===== config.mk =====
export PLATFORM = sky130hd
export DESIGN_NAME = core_meas
export DESIGN_NICKNAME = d
export VERILOG_FILES = /design/src/rtl/core_meas_pkg.sv /design/src/rtl/core_meas_sync.sv /design/src/rtl/core_meas.sv
export SDC_FILE = /design/constraint.sdc
export NUM_CORES = 1
export LEC_CHECK = 0
export ABC_CLOCK_PERIOD_IN_PS = 3800
export BUFFER_PORTS_ARGS = -buffer_cell sky130_fd_sc_hd__buf_4
export CAP_MARGIN = 25
export CORE_ASPECT_RATIO = 2
export CORE_MARGIN = 3
export CORE_UTILIZATION = 55
export CTS_CLUSTER_SIZE = 20
export DETAILED_ROUTE_END_ITERATION = 12
export GPL_ROUTABILITY_DRIVEN = 0
export PLACE_DENSITY = 0.77
export RECOVER_POWER = 50
export SYNTH_ARGS = -nofsm -noshare
export SYNTH_HDL_FRONTEND = slang
export SYNTH_HIERARCHICAL = 1
export SYNTH_SLANG_ARGS = --single-unit

===== constraint.sdc =====
create_clock -name clk -period 3.8 [get_ports clk]
set_input_delay 0.38 -clock clk [delete_from_list [all_inputs] [get_ports clk]]
set_output_delay 0.38 -clock clk [all_outputs]
set_load 0.03 [all_outputs]

===== src/rtl/core_meas_pkg.sv =====
`default_nettype none
// ============================================================================
// Module      : core_meas_pkg
// Description : Shared types and default widths for the analog-core response
//               measurement block. The default code widths match the ones
//               used by the core stimulus driver.
// Contents    : meas_state_t  - measurement FSM state (2-bit encoding)
//               c_def_cw      - default edge counter / result width
//               c_def_ww      - default window-length width
//               c_def_sync    - default synchronizer depth
// Revision    : 1.0 - initial release
// ============================================================================
package core_meas_pkg;

  localparam int c_def_cw   = 8;
  localparam int c_def_ww   = 16;
  localparam int c_def_sync = 2;

  typedef enum logic [1:0] {
    IDLE  = 2'd0,
    ARM   = 2'd1,
    COUNT = 2'd2,
    DONE  = 2'd3
  } meas_state_t;

endpackage
`default_nettype wire


===== src/rtl/core_meas_sync.sv =====
`default_nettype none
// ============================================================================
// Module      : core_meas_sync
// Description : SYNC-deep synchronizer for an asynchronous core output plus a
//               rising-edge detector on the synchronized level. Usable for any
//               asynchronous digital output of the analog core.
// Ports       : clk   - system clock
//               reset - asynchronous active-high reset (clears all flops)
//               din   - asynchronous input level
//               rise  - one-cycle pulse per rising edge of the synced level
// Revision    : 1.0 - initial release
// ============================================================================
module core_meas_sync #(
  parameter int SYNC = 2
) (
  input  logic clk,
  input  logic reset,
  input  logic din,
  output logic rise
);

  // r_chain[SYNC-1] is the synchronized level; r_prev is that level one
  // cycle later, giving the edge history.
  logic [SYNC-1:0] r_chain;
  logic            r_prev;

  always_ff @(posedge clk or posedge reset) begin
    if (reset) begin
      r_chain <= '0;
      r_prev  <= 1'b0;
    end else begin
      r_chain <= {r_chain[SYNC-2:0], din};
      r_prev  <= r_chain[SYNC-1];
    end
  end

  assign rise = r_chain[SYNC-1] & ~r_prev;

endmodule
`default_nettype wire


===== src/rtl/core_meas.sv =====
`default_nettype none
// ============================================================================
// Module      : core_meas
// Description : Counts rising edges of an asynchronous analog-core output over
//               a programmable window of clk cycles, then presents the result
//               through a valid/ack handshake.
// Ports       : clk     - system clock (10 MHz nominal)
//               reset   - asynchronous active-high reset
//               cmp_i   - asynchronous comparator/oscillator output
//               start   - single-cycle pulse, begins a measurement in IDLE
//               abort   - single-cycle pulse, cancels a running measurement
//               win_len - window length in clk cycles (0 treated as 1)
//               ack     - consumer acknowledges the presented result
//               busy    - measurement in progress (ARM or COUNT)
//               valid   - result available (DONE)
//               count   - edges counted in the last completed window
//               ovf     - counter saturated during the last completed window
// Revision    : 1.0 - initial release
// ============================================================================
module core_meas
  import core_meas_pkg::*;
#(
  parameter int CW   = c_def_cw,
  parameter int WW   = c_def_ww,
  parameter int SYNC = c_def_sync
) (
  input  logic          clk,
  input  logic          reset,
  input  logic          cmp_i,
  input  logic          start,
  input  logic          abort,
  input  logic [WW-1:0] win_len,
  input  logic          ack,
  output logic          busy,
  output logic          valid,
  output logic [CW-1:0] count,
  output logic          ovf
);

  localparam int                c_armw     = 3;
  localparam logic [c_armw-1:0] c_arm_one  = c_armw'(1);
  localparam logic [c_armw-1:0] c_arm_last = c_armw'(SYNC - 1);
  localparam logic [WW-1:0]     c_win_one  = WW'(1);
  localparam logic [CW-1:0]     c_acc_one  = CW'(1);

  meas_state_t       r_state;
  meas_state_t       w_state_next;
  logic              r_rst_meta;
  logic              r_rst_sync;
  logic              w_rst;
  logic              w_rise;
  logic              w_start_ok;
  logic              w_sat;
  logic [CW-1:0]     w_acc_inc;
  logic              w_ovf_inc;
  logic              w_busy_d;
  logic              w_valid_d;
  logic [c_armw-1:0] r_arm_cnt;
  logic [WW-1:0]     r_win;
  logic [CW-1:0]     r_acc;
  logic              r_ovf_int;
  logic [CW-1:0]     r_count;
  logic              r_ovf;
  logic              r_busy;
  logic              r_valid;

  // Reset asserts asynchronously and releases two clk edges after the
  // external reset drops.
  always_ff @(posedge clk or posedge reset) begin
    if (reset) begin
      r_rst_meta <= 1'b1;
      r_rst_sync <= 1'b1;
    end else begin
      r_rst_meta <= 1'b0;
      r_rst_sync <= r_rst_meta;
    end
  end

  assign w_rst = r_rst_sync;

  core_meas_sync #(
    .SYNC (SYNC)
  ) u_sync (
    .clk   (clk),
    .reset (w_rst),
    .din   (cmp_i),
    .rise  (w_rise)
  );

  // abort outranks start in IDLE.
  assign w_start_ok = start & ~abort;

  // Saturating accumulate: an edge that arrives while the accumulator is
  // already all-ones is lost, and that loss is what ovf reports.
  assign w_sat     = &r_acc;
  assign w_acc_inc = (w_rise && !w_sat) ? r_acc + c_acc_one : r_acc;
  assign w_ovf_inc = r_ovf_int | (w_rise & w_sat);

  // State register
  always_ff @(posedge clk or posedge w_rst) begin
    if (w_rst) begin
      r_state <= IDLE;
    end else begin
      r_state <= w_state_next;
    end
  end

  // Next-state logic
  always_comb begin
    w_state_next = r_state;
    case (r_state)
      IDLE:    if (w_start_ok) w_state_next = ARM;
      ARM: begin
        if (abort)                        w_state_next = IDLE;
        else if (r_arm_cnt == c_arm_last) w_state_next = COUNT;
      end
      COUNT: begin
        if (abort)                   w_state_next = IDLE;
        else if (r_win == c_win_one) w_state_next = DONE;
      end
      DONE:    if (abort || ack) w_state_next = IDLE;
      default: w_state_next = IDLE;
    endcase
  end

  // Output decode from the next state so busy/valid come straight off flops.
  always_comb begin
    w_busy_d  = 1'b0;
    w_valid_d = 1'b0;
    case (w_state_next)
      ARM, COUNT: w_busy_d  = 1'b1;
      DONE:       w_valid_d = 1'b1;
      default:    ;
    endcase
  end

  // Counters, result registers and registered outputs
  always_ff @(posedge clk or posedge w_rst) begin
    if (w_rst) begin
      r_arm_cnt <= '0;
      r_win     <= '0;
      r_acc     <= '0;
      r_ovf_int <= 1'b0;
      r_count   <= '0;
      r_ovf     <= 1'b0;
      r_busy    <= 1'b0;
      r_valid   <= 1'b0;
    end else begin
      r_busy  <= w_busy_d;
      r_valid <= w_valid_d;

      // ARM length counter; edges seen during ARM are simply not accumulated.
      r_arm_cnt <= (r_state == ARM && w_state_next == ARM) ? r_arm_cnt + c_arm_one : '0;

      case (r_state)
        IDLE: begin
          r_acc     <= '0;
          r_ovf_int <= 1'b0;
          // Window is held untouched through ARM, so it is loaded here.
          if (w_start_ok) r_win <= (win_len == '0) ? c_win_one : win_len;
        end
        COUNT: begin
          r_win     <= r_win - c_win_one;
          r_acc     <= w_acc_inc;
          r_ovf_int <= w_ovf_inc;
          // The last window cycle's edge is folded into the result.
          if (w_state_next == DONE) begin
            r_count <= w_acc_inc;
            r_ovf   <= w_ovf_inc;
          end
        end
        default: ;
      endcase

      if (abort) begin
        r_acc     <= '0;
        r_ovf_int <= 1'b0;
      end
    end
  end

  assign busy  = r_busy;
  assign valid = r_valid;
  assign count = r_count;
  assign ovf   = r_ovf;

endmodule
`default_nettype wire


Yosys cells after proc, flatten, opt, wreduce, memory -nomap -nowiden
Index checks and enable logic that the tools add are counted.

Register bits: 46. Bits in latches: 0. Bits in writable memories: 0. Memory bits (read-only): 0. Input port bits: 22. Output and inout bits: 11. Logic and storage cells: 61. Memories kept: 0.

Add/sub/neg operators: 3. Multiply operators: 0. Div/mod/pow operators: 0. Order comparisons: 0. Equality and inequality tests: 9. Shift-type cells: 0. Muxes and demuxes: 18. Bitwise operators: 6. Reduce and logical (&&, ||, !) cells: 12.

Operators with widths (number): 2-to-1 mux 16 bit (2); case mux 16 bit (2 select lines) (1); equality test 16 x 1 -> 1 bit, second input constant (1); zero test 16 bit (1); 2-to-1 mux 8 bit (2); case mux 8 bit (2 select lines) (1); subtractor 16 x 1 -> 16 bit, second input constant (1); 2-to-1 mux 2 bit (6); adder 8 x 1 -> 8 bit, second input constant (1); equality test 2 bit, second input constant (4); case mux 2 bit (4 select lines) (1); AND reduction 8 bit (1); equality test 2 x 1 -> 1 bit, second input constant (2); AND reduction 2 bit (2); adder 3 x 1 -> 3 bit, second input constant (1); bitwise AND 1 bit (3); equality test 3 x 1 -> 1 bit, second input constant (1); 2-to-1 mux 1 bit (3); 2-to-1 mux 3 bit (1); nonzero test 3 bit (1); logical AND 1 bit (2); zero test 2 bit (1); != test 2 bit, second input constant (1); inverter 1 bit (2); other kinds (6) (6).

Logic depth before layout (Yosys ltp)
Word-level depth: 7. Mapped depth: 11.

Cells and area by module
Netlist, hierarchy kept.

Modules (own cells, without submodules): core_meas (times used 1, cells an instance 247, area an instance 2313.5 sq um); core_meas_sync (times used 1, cells an instance 5, area an instance 92.6 sq um).

Worst setup path after synthesis
OpenSTA, ideal clock, no wires.

Kind: register to register. From: register r_state[0]. To: register r_count[7], in the netlist count[7]. Arrival time: 2354 ps. Slack: 1377 ps. Cell stages (with the launch flop): 10. Buffers on the path: 1. Cells stage by stage: dfrtp_1 clkbuf_1 nand2b_1 nor2_1 nand2_1 o31ai_1 ha_1 nand2_1 or4_1 nand3_1.

Longest elaborated chain between the ends: 5. Elaborated cells on any way between the ends: 13. Classes of those cells: 4 x eq/ne; 7 x mux; 2 x reduce/logical.

RTL lines: from (decl) (RTL line core_meas.sv:46) `meas_state_t r_state;`; from (signal assigned) (RTL line core_meas.sv:104) `r_state <= w_state_next;`; 2-to-1 mux 2 bit, on equally long branches (RTL line core_meas.sv:119, core_meas.sv:115); 2-to-1 mux 2 bit, on equally long branches (RTL line core_meas.sv:118, core_meas.sv:114); case mux 2 bit (4 select lines) (*) (RTL line core_meas.sv:111) `case (r_state)`; via w_state_next[0] (RTL line core_meas.sv:47) `meas_state_t w_state_next;`; equality test 2 bit (*) (RTL line core_meas.sv:167) `if (w_state_next == DONE) begin`; AND reduction 2 bit (no source line) (*); to (signal assigned) (RTL line core_meas.sv:168) `r_count <= w_acc_inc;`; to (decl) (RTL line core_meas.sv:62) `logic [CW-1:0] r_count;`.

Mark *: on every way through the listed nets, which the timed path passes. The rest lies on a longest branch. A chain may end at the register's enable or synchronous reset.

Final worst setup path
Ends and elaborated chain as after synthesis.

==> out/qor.yml <==
p_leak_nw: 1.22
coreArea_sq_um: 4170
switching_share_pct: 31.5
grt_setup_unrepaired: "no"
synthesis.area_sq_um: 2410
start_util_pct: 57.7
cpMostUsedCell: "nand2_1"
worstHoldPathType: "primary input to asynchronous set/reset pin"
synth_edf_count: 0
root_buffer: "clkbuf_8"
ys_seq_area_share_pct: 47.9
pre_cts_ws_ns: 0.887
fin_crit_ns: 2.97
cp.buffers_inverters: 1
setup_slack_ns: 0.828
ys_ff_latch: 46
port_buffers: 32
wl_per_cell_um: 16.4
postCtsSetupRepairBufs: 0
tightest_slew_ns: 2.16
dr.pass1.iters: 4
synth_area_leaders: "dfrtp_1 46%, o21ai_0 4.0%, nand2_1 3.7%"
async_flop_share_pct: 100
yosys_warnings: 6
globalRouteTotalUtil_pct: 24.2
worstSetupPathType: "register to register"
rows: 33
synth_nets: 281
cp_data_arrival_time_ns: 3.20
yosys.area.top_type: "dfrtp_1"
postRouteAntennaNets: 0
p_int_w: 0.000905
synth_top_area_share_pct: 45.8
p_comb_share_pct: 21.9
synthCells: 252
nets: 314
totalWireLength_um: 5510
syn_avg_cell_area_sq_um: 9.55
die_x_um: 52.8
crit_path_max_fanout: 16
route.vias.total: 2035
setup-violations-final: 0
worstPathRequired_ns: 4.03
ys.flop_type: "dfrtp_1"
drc_errors: 0
status: "finished, violations left"
slowest_delay_ns: 0.56
clk_latency_ns: 0.29
hold_viol: 0
max_freq_mhz: 337
vias_per_cell: 6.04
diodes: 0
startpoint_type: "register"
slew_violations: 42
endpoint_kind: "register"
clkPwrFrac_pct: 27.8
cts_tree: "yes"
fin_crit_sh_pct: 78.2
cts_hold_buf: 0
die_y_um: 99.5
fin_skew_ns: 0.00397
overflow: 0
p_seq_share_pct: 50.3
cts_sinks: 46
slowest_stage: "or4_1"
layout-drive-gt1-share_pct: 17.5
cts_buffers: 5
ioPinCount: 33
tns_ns: 0
synthToLayoutAreaGrowth_pct: 16.6
grt_pass1_wl_um: 9430
grt_max_degree: 42
crit_chain: "nand2b_1 > nor2_1 > buf_4 > nand2_1 > o31ai_1 > ha_1 > nand2_1 > or4_1 > nand3_1"
dieArea_sq_um: 5250
power_density_nw_per_um2: 470
drt-initial-drc-count: 66
clockBufferDepth: 2
max-slew-margin-rel_pct: -43.9
h-tree-depth: 2
grt_pass1_vias: 2065
ir_drop_v: 0.000366
path_delay_family: "simple AND/OR/NAND/NOR gates"
detailed_place_hpwl_um: 4240
switchingPower_w: 0.000416
failed_checks: "capacitance limit, slew limit"
clk_pin_slew_ns: 0.08
synthDistinctLibCells: 50
maxCapViolations: 1
antenna_found_initial: 0
cts_resized: 0
[cell type report]
cell class	count	area, sq um
fill	367	1360
multi-input combinational	188	1190
sequential	46	1150
timing repair buffer	35	255
clock buffer	6	82.6
tap	52	65.1
inverter	9	33.8
clock inverter	1	30.0
[layer usage]
| layer | wire length (um) | up-vias | track usage, % | part of all wire (%) |
|---|---|---|---|---|
| met4 | 330 | 0 | 16.3 | 6.0 |
| met1 | 1940 | 961 | 25.0 | 35 |
| met3 | 215 | 21 | 3.60 | 3.9 |
| met2 | 3020 | 66 | 42.4 | 55 |
| li1 | - | 987 | - | - |
| met5 | 0 | - | 0 | 0 |
[worst register-to-register path, cell delays in order, from the launching register on]
cell      delay (ns)
dfrtp_1         0.49
nand2b_1        0.36
nor2_1          0.16
buf_4           0.18
nand2_1         0.06
o31ai_1         0.41
ha_1            0.32
nand2_1         0.28
or4_1           0.56
nand3_1         0.09
[registers in the layout (all words and copies together), names as in the netlist]
name / flops
u_sync/r_chain: 2
r_win: 16
r_state: 2
busy: 1
valid: 1
count: 8
r_rst_meta: 1
r_ovf_int: 1
u_sync/r_prev: 1
r_acc: 8
r_rst_sync: 1
ovf: 1
r_arm_cnt: 3
[synthesized netlist by cell type, drive strengths merged (2+ instances only)]
library cell	n
a211oi	4
a21oi	11
a221o	2
a22o	3
a31oi	5
buf	4
clkbuf	5
dfrtp	44
dfstp	2
ha	7
inv	9
mux2i	4
nand2	24
nand2b	7
nand3	11
nand4	5
nor2	22
nor2b	5
nor3	6
nor4	8
o211ai	5
o21a	2
o21ai	19
o22ai	2
o31ai	4
or3	4
or4	3
or4b	2
xnor2	6
[power groups by stage]
stage / Combinational, W / Clock [W] / Sequential, W
after global placement: 0.000288 / 0 / 0.000662
after CTS: 0.000294 / 0.000377 / 0.000658
after detailed placement: 0.000293 / 0 / 0.000666
final: 0.000289 / 0.000367 / 0.000664
after floorplan: 0.000212 / 0 / 0.000648
after global routing: 0.000324 / 0.000391 / 0.000677
[placed cells by master (no fill, tap or decap), types with 3 or more instances in the layout]
master / n
dfrtp_1: 44
ha_1: 7
nand2_1: 24
nor2b_1: 4
o21ai_0: 19
clkbuf_8: 6
a211oi_1: 4
nor4_1: 7
o31ai_1: 4
o211ai_1: 5
nor3_1: 6
mux2i_1: 4
nor2_1: 22
a31oi_1: 5
nand2b_1: 7
buf_4: 31
a21oi_1: 11
inv_1: 9
nand4_1: 5
xnor2_1: 6
nand3_1: 11
or4_1: 3
a22o_1: 3
[worst paths after layout]
| path | startpoint | to | slack [ns] | depth (start not counted) |
|---|---|---|---|---|
| max | r_state[0]$_DFF_PP0_ | count[7]$_DFFE_PP0P_ | 0.83 | 9 |
| min | reset | r_rst_meta$_DFF_PP1_ | 0.12 | 2 |
| max reg2reg | r_state[0]$_DFF_PP0_ | count[7]$_DFFE_PP0P_ | 0.83 | 9 |
| min reg2reg | r_rst_sync$_DFF_PP1_ | u_sync/r_prev$_DFF_PP0_ | 0.12 | 1 |
| max in group asynchronous | r_rst_sync$_DFF_PP1_ | r_win[15]$_DFFE_PP0P_ | 1.51 | 2 |
| min in group clk | cmp_i | u_sync/r_chain[0]$_DFF_PP0_ | 0.21 | 1 |
[cell families after synthesis]
group | count (synthesis) | synth area share [%]
simple gates | 104 | 23.3
compound gates | 66 | 18.1
flops | 46 | 47.9
buf+inv | 18 | 3.02
fa+ha+maj | 7 | 3.64
xor+xnor | 6 | 2.18
mux | 4 | 1.66
other cells | 1 | 0.156
[stage by stage]
step	total power, W	hold slack (ns)	cells	utilization [%]	area (sq um)
2_1_floorplan	0.000860	0.106	252	-	2410
4_1_cts	0.00133	0.106	337	67.5	2810
3_3_place_gp	0.000950	0.113	329	64.6	2690
6_report	0.00132	0.120	337	67.3	2810
5_1_grt	0.00139	0.129	337	67.3	2810
3_5_place_dp	0.000959	0.120	330	64.8	2700
(Power assumes the default switching activity.)
